[src/rtl/condicionador_entradas.sv]
// condicionador_entradas
//   Input conditioner in front of the drone simulator. The three raw push
//   buttons are synchronised (two flops each) and then debounced. The
//   debounced levels drive the 2-bit command, a start pulse and a debug bus.
//
//   Build option: CONDICIONADOR_DEBOUNCE_EN
//     defined   - per-channel debounce FSM + counter (DEBOUNCE_CICLOS stable
//                 cycles required before a level change)
//     undefined - debounce bypassed, nivel follows s2 every cycle
//
//   Ports:
//     clock          system clock, rising edge
//     reset          asynchronous, active-high; clears all state
//     botao_subir    raw "up" button
//     botao_descer   raw "down" button
//     botao_iniciar  raw start button
//     controle       2'b01 up, 2'b10 down, 2'b00 none (or both)
//     iniciar        one-cycle pulse on debounced press of start
//     db_botoes      debounced levels {iniciar, descer, subir}
module condicionador_entradas #(
   parameter int DEBOUNCE_CICLOS = 50000,
   parameter int CONT_W          = $clog2(DEBOUNCE_CICLOS) + 1
) (
   input  logic       clock,
   input  logic       reset,
   input  logic       botao_subir,
   input  logic       botao_descer,
   input  logic       botao_iniciar,
   output logic [1:0] controle,
   output logic       iniciar,
   output logic [2:0] db_botoes
);

   logic [2:0] bruto;
   logic [2:0] s1;
   logic [2:0] s2;
   logic [2:0] nivel;
   logic       nivel_ini_ant;

   // channel order matches db_botoes: {iniciar, descer, subir}
   assign bruto = {botao_iniciar, botao_descer, botao_subir};

   always_ff @(posedge clock or posedge reset) begin
      if (reset) begin
         s1 <= '0;
         s2 <= '0;
      end else begin
         s1 <= bruto;
         s2 <= s1;
      end
   end

`ifdef CONDICIONADOR_DEBOUNCE_EN
   typedef enum logic {ESTAVEL, CONTANDO} estado_t;

   localparam logic [CONT_W-1:0] LIMITE = CONT_W'(DEBOUNCE_CICLOS - 1);

   for (genvar i = 0; i < 3; i++) begin : g_canal
      logic nivel_c;

      if (DEBOUNCE_CICLOS == 1) begin : g_direto
         // one stable sample is enough: no counting state needed
         always_ff @(posedge clock or posedge reset) begin
            if (reset) nivel_c <= 1'b0;
            else       nivel_c <= s2[i];
         end
      end else begin : g_fsm
         estado_t           estado;
         logic [CONT_W-1:0] cont;

         always_ff @(posedge clock or posedge reset) begin
            if (reset) begin
               estado  <= ESTAVEL;
               cont    <= '0;
               nivel_c <= 1'b0;
            end else begin
               case (estado)
                  ESTAVEL: begin
                     cont <= '0;
                     if (s2[i] != nivel_c) begin
                        estado <= CONTANDO;
                        cont   <= CONT_W'(1);
                     end
                  end
                  CONTANDO: begin
                     if (s2[i] == nivel_c) begin
                        // bounce back to the old level: discard and restart
                        estado <= ESTAVEL;
                        cont   <= '0;
                     end else if (cont == LIMITE) begin
                        nivel_c <= s2[i];
                        cont    <= '0;
                        estado  <= ESTAVEL;
                     end else begin
                        cont <= cont + CONT_W'(1);
                     end
                  end
                  default: begin
                     estado <= ESTAVEL;
                     cont   <= '0;
                  end
               endcase
            end
         end
      end

      assign nivel[i] = nivel_c;
   end
`else
   always_ff @(posedge clock or posedge reset) begin
      if (reset) nivel <= '0;
      else       nivel <= s2;
   end
`endif

   always_ff @(posedge clock or posedge reset) begin
      if (reset) begin
         nivel_ini_ant <= 1'b0;
         iniciar       <= 1'b0;
      end else begin
         nivel_ini_ant <= nivel[2];
         iniciar       <= nivel[2] & ~nivel_ini_ant;
      end
   end

   // both directions pressed at once is treated as no command
   always_comb begin
      controle = 2'b00;
      if (nivel[0] ^ nivel[1]) controle = {nivel[1], nivel[0]};
   end

   assign db_botoes = nivel;

endmodule
[config.mk]
export PLATFORM = sky130hd
export DESIGN_NAME = condicionador_entradas
export DESIGN_NICKNAME = d
export VERILOG_FILES = /design/src/rtl/condicionador_entradas.sv
export SDC_FILE = /design/constraint.sdc
export NUM_CORES = 1
export LEC_CHECK = 0
export ABC_CLOCK_PERIOD_IN_PS = 900
export CAP_MARGIN = 10
export CORE_AREA = 2 2 39 41
export DETAILED_ROUTE_END_ITERATION = 16
export DIE_AREA = 0 0 41 43
export PLACE_DENSITY_LB_ADDON = 0.05
export REMOVE_ABC_BUFFERS = 1
export SYNTH_ARGS = -nofsm -noshare
export SYNTH_HDL_FRONTEND = slang
export SYNTH_SLANG_ARGS = --single-unit
[constraint.sdc]
create_clock -name clock -period 0.9 [get_ports clock]
set_input_delay 0.135 -clock clock [delete_from_list [all_inputs] [get_ports clock]]
set_output_delay 0.135 -clock clock [all_outputs]
set_load 0.005 [all_outputs]
==> results of run 1 <==
==> synthesized netlist by cell type <==
master and instances:
inv_1 1, and2b_2 1, nor2b_1 2, dfrtp_1 11
==> cells in the final DEF, fill, tap and decap left out, drive strengths merged <==
cell type and instances:
dfrtp 11, buf 7, clkdlybuf4s50 4, clkbuf 4, nor2b 2, and2b 1, inv 1, dlygate4sd2 1
==> kinds of logic after synthesis <==
group | share of synthesized area
flops | 0.917
buf+inv | 0.0125
simple gates | 0.0708
==> worst paths after layout <==
kind / cells after the start / start / end / slack (ns)
setup / recovery: 2 / db_botoes[1]$_DFF_PP0_ / controle[1] / -0.18
hold / removal: 3 / reset / s1[2]$_DFF_PP0_ / 0.15
setup reg to reg: 2 / db_botoes[2]$_DFF_PP0_ / iniciar$_DFF_PP0_ / 0.17
hold reg to reg: 0 / s2[0]$_DFF_PP0_ / db_botoes[0]$_DFF_PP0_ / 0.35
max in group asynchronous: 3 / reset / s1[1]$_DFF_PP0_ / 0.61
min in group clock: 1 / botao_subir / s1[0]$_DFF_PP0_ / 0.31
==> what timing repair did <==
item	in CTS	in global routing
resized for setup	21	1
endpoints found under the setup margin	6	6
setup buffers	0	1
==> sequential cells by signal (all words and copies together) (netlist names) <==
register,flops
s2,3
db_botoes,3
nivel_ini_ant,1
s1,3
iniciar,1
==> worst min-delay path: stages <==
cell,delay [ns]
clkdlybuf4s50_1,0.39
inv_1,0.05
buf_4,0.18
==> power breakdown <==
group	internal, mW	switching [mW]	leakage [nW]	total (mW)
clock	0.171	0.144	0.0150	0.315
combinational	0.0370	0.0199	0.0687	0.0569
sequential	0.519	0.00764	0.129	0.527
total	0.727	0.172	0.213	0.899
==> through the flow <==
stage                     setup TNS [ns]  power (mW)  cell area (sq um)  std cells  hold slack (ns)
after floorplan                        0       0.551                300         15          -0.0126
after global placement            -0.681       0.599                428         42            0.332
after detailed placement          -0.745       0.602                428         42            0.336
after CTS                         -0.526       0.916                428         46            0.146
after global routing              -0.703       0.975                442         47            0.139
final                             -0.424       0.899                442         47            0.149
==> layer usage <==
metal,global-route usage,share of wire
met5,0,0
met4,0.120,0.021
met3,0.0314,0.13
met2,0.0656,0.48
met1,0.0748,0.37
==> cell type report <==
type | instances | area [sq um]
Tap cell | 16 | 20.0
Timing Repair Buffer | 12 | 95.1
Fill cell | 141 | 942
Inverter | 1 | 3.75
Multi-Input combinational cell | 3 | 21.3
Sequential cell | 11 | 275
Clock buffer | 4 | 26.3
==> key figures, run 1 <==
Floorplan
  – Die H: between 40 and 50 microns
  – I/O Pins: 11
  – DIE AREA: between 0.0015 and 0.002 sq mm
  – # rows: 14
  – Initial Util: 0.217
  – Core area: between 0.001 and 0.0015 sq mm
  – Die X-Extent: a little over 40 microns

Drt
  – # DRC: 0
  – ANT nets after route: 0
  – First-pass iteration count of the detailed router: 1
  – Via density: around 3.4
  – Vias post-DR: about 160
  – WL/cell: roughly 8.0 microns
  – Drt total wl: 376 microns
  – DR iter-0 viols: 0

Global routing
  – Overflow after GRT: 0
  – Vias in the first global route: about 150
  – Global-route wire length before repair: 662 microns
  – Initial antenna violation count: 0
  – Largest net degree at the start of global routing: 12
  – Total track usage: 0.0684

Yosys
  – Yosys Warn Count: 0
  – Post-synthesis cell count: 15
  – Synth Register Bits: 11
  – Yosys top cell by area: dfrtp_1
  – Post-synth top area share: 0.917
  – Count of cell types in the netlist: 4
  – Post-synthesis sequential area ratio: 0.917
  – Mapped Area: ~300 sq um
  – Dominant cells by area after synthesis: dfrtp_1 92%, nor2b_1 4.2%, and2b_2 2.9%
  – Syn_area_per_cell: between 20 and 25 sq um

Timing
  – Worst-margin pin slew: 0.136 ns
  – Final Hold Viols: 0
  – Highest Clock Rate: roughly 930 MHz
  – Max-slew violations: 0
  – Slew headroom: 0.909
  – Final setup viols: 3
  – Setup WS post-layout: -0.181 ns
  – RSZ-0062 raised after global routing: yes
  – Min Clock Period, post-route: approximately 1.1 ns
  – Period Utilization, post-route: 1.20
  – Clock Skew: 0.000809 ns

Place
  – Pre-CTS setup slack: -0.285 ns
  – # port buffers: 10
  – Final GP Congestion: 0.596

CTS
  – Number of buffers inserted by hold repair at cts: 0
  – TritonCTS Buffers: 3
  – Latest clock arrival within the worst-skew pair: between 0.2 and 0.3 ns
  – CTS clk-pin slew, worst paths: about 0.06 ns
  – Num Clock Sinks: 11
  – # H-tree levels: 1
  – CTS tree: built
  – CTS Buffer Depth: 2
  – CTS Root Cell: clkbuf_4

Cells and area
  – Core Util, Final: 0.319
  – Total inserted antenna cells: 0
  – Area growth syn-to-layout: 47.1%
  – Share of cells above drive strength 1: 0.355
  – Nets: 37

Worst setup path
  – Worst setup path class: register to output pin
  – Arr. time, crit path: about 0.95 ns
  – Worst-path fanout max: 3
  – Kind of cell adding the most delay to the critical path: flip-flops
  – Worst stage delay on the critical path: ~0.38 ns
  – Critical path endpoint category: output pin
  – Count of buffer and inverter cells on the critical path: 1
  – Worst path cell trace: and2b_2 -> buf_6
  – Startpoint types: register
  – Worst endpoint required time: about 0.76 ns
  – CP max-delay cell: dfrtp_1

Pwr
  – VDD IR max: slightly below 0.6 mV
  – Leak pwr: between 0.2 and 0.25 nW
  – Power density cells: approximately 2000 mW/mm^2

Outcome
  – Failing checks: setup timing
  – Status: finished, violations left

Run
  – Max cap viols: 0

Hold path
  – Worst min-delay path class: input pin to async pin
Note: power is estimated with default switching activity, not from simulation.
==> inputs of run 2 (changes only) <==
CTS_CLUSTER_SIZE = 12   (was unset)
REMOVE_ABC_BUFFERS = unset   (was 1)
==> results of run 2 <==
Final layout, timing and power as in run 1 (identical DEF).
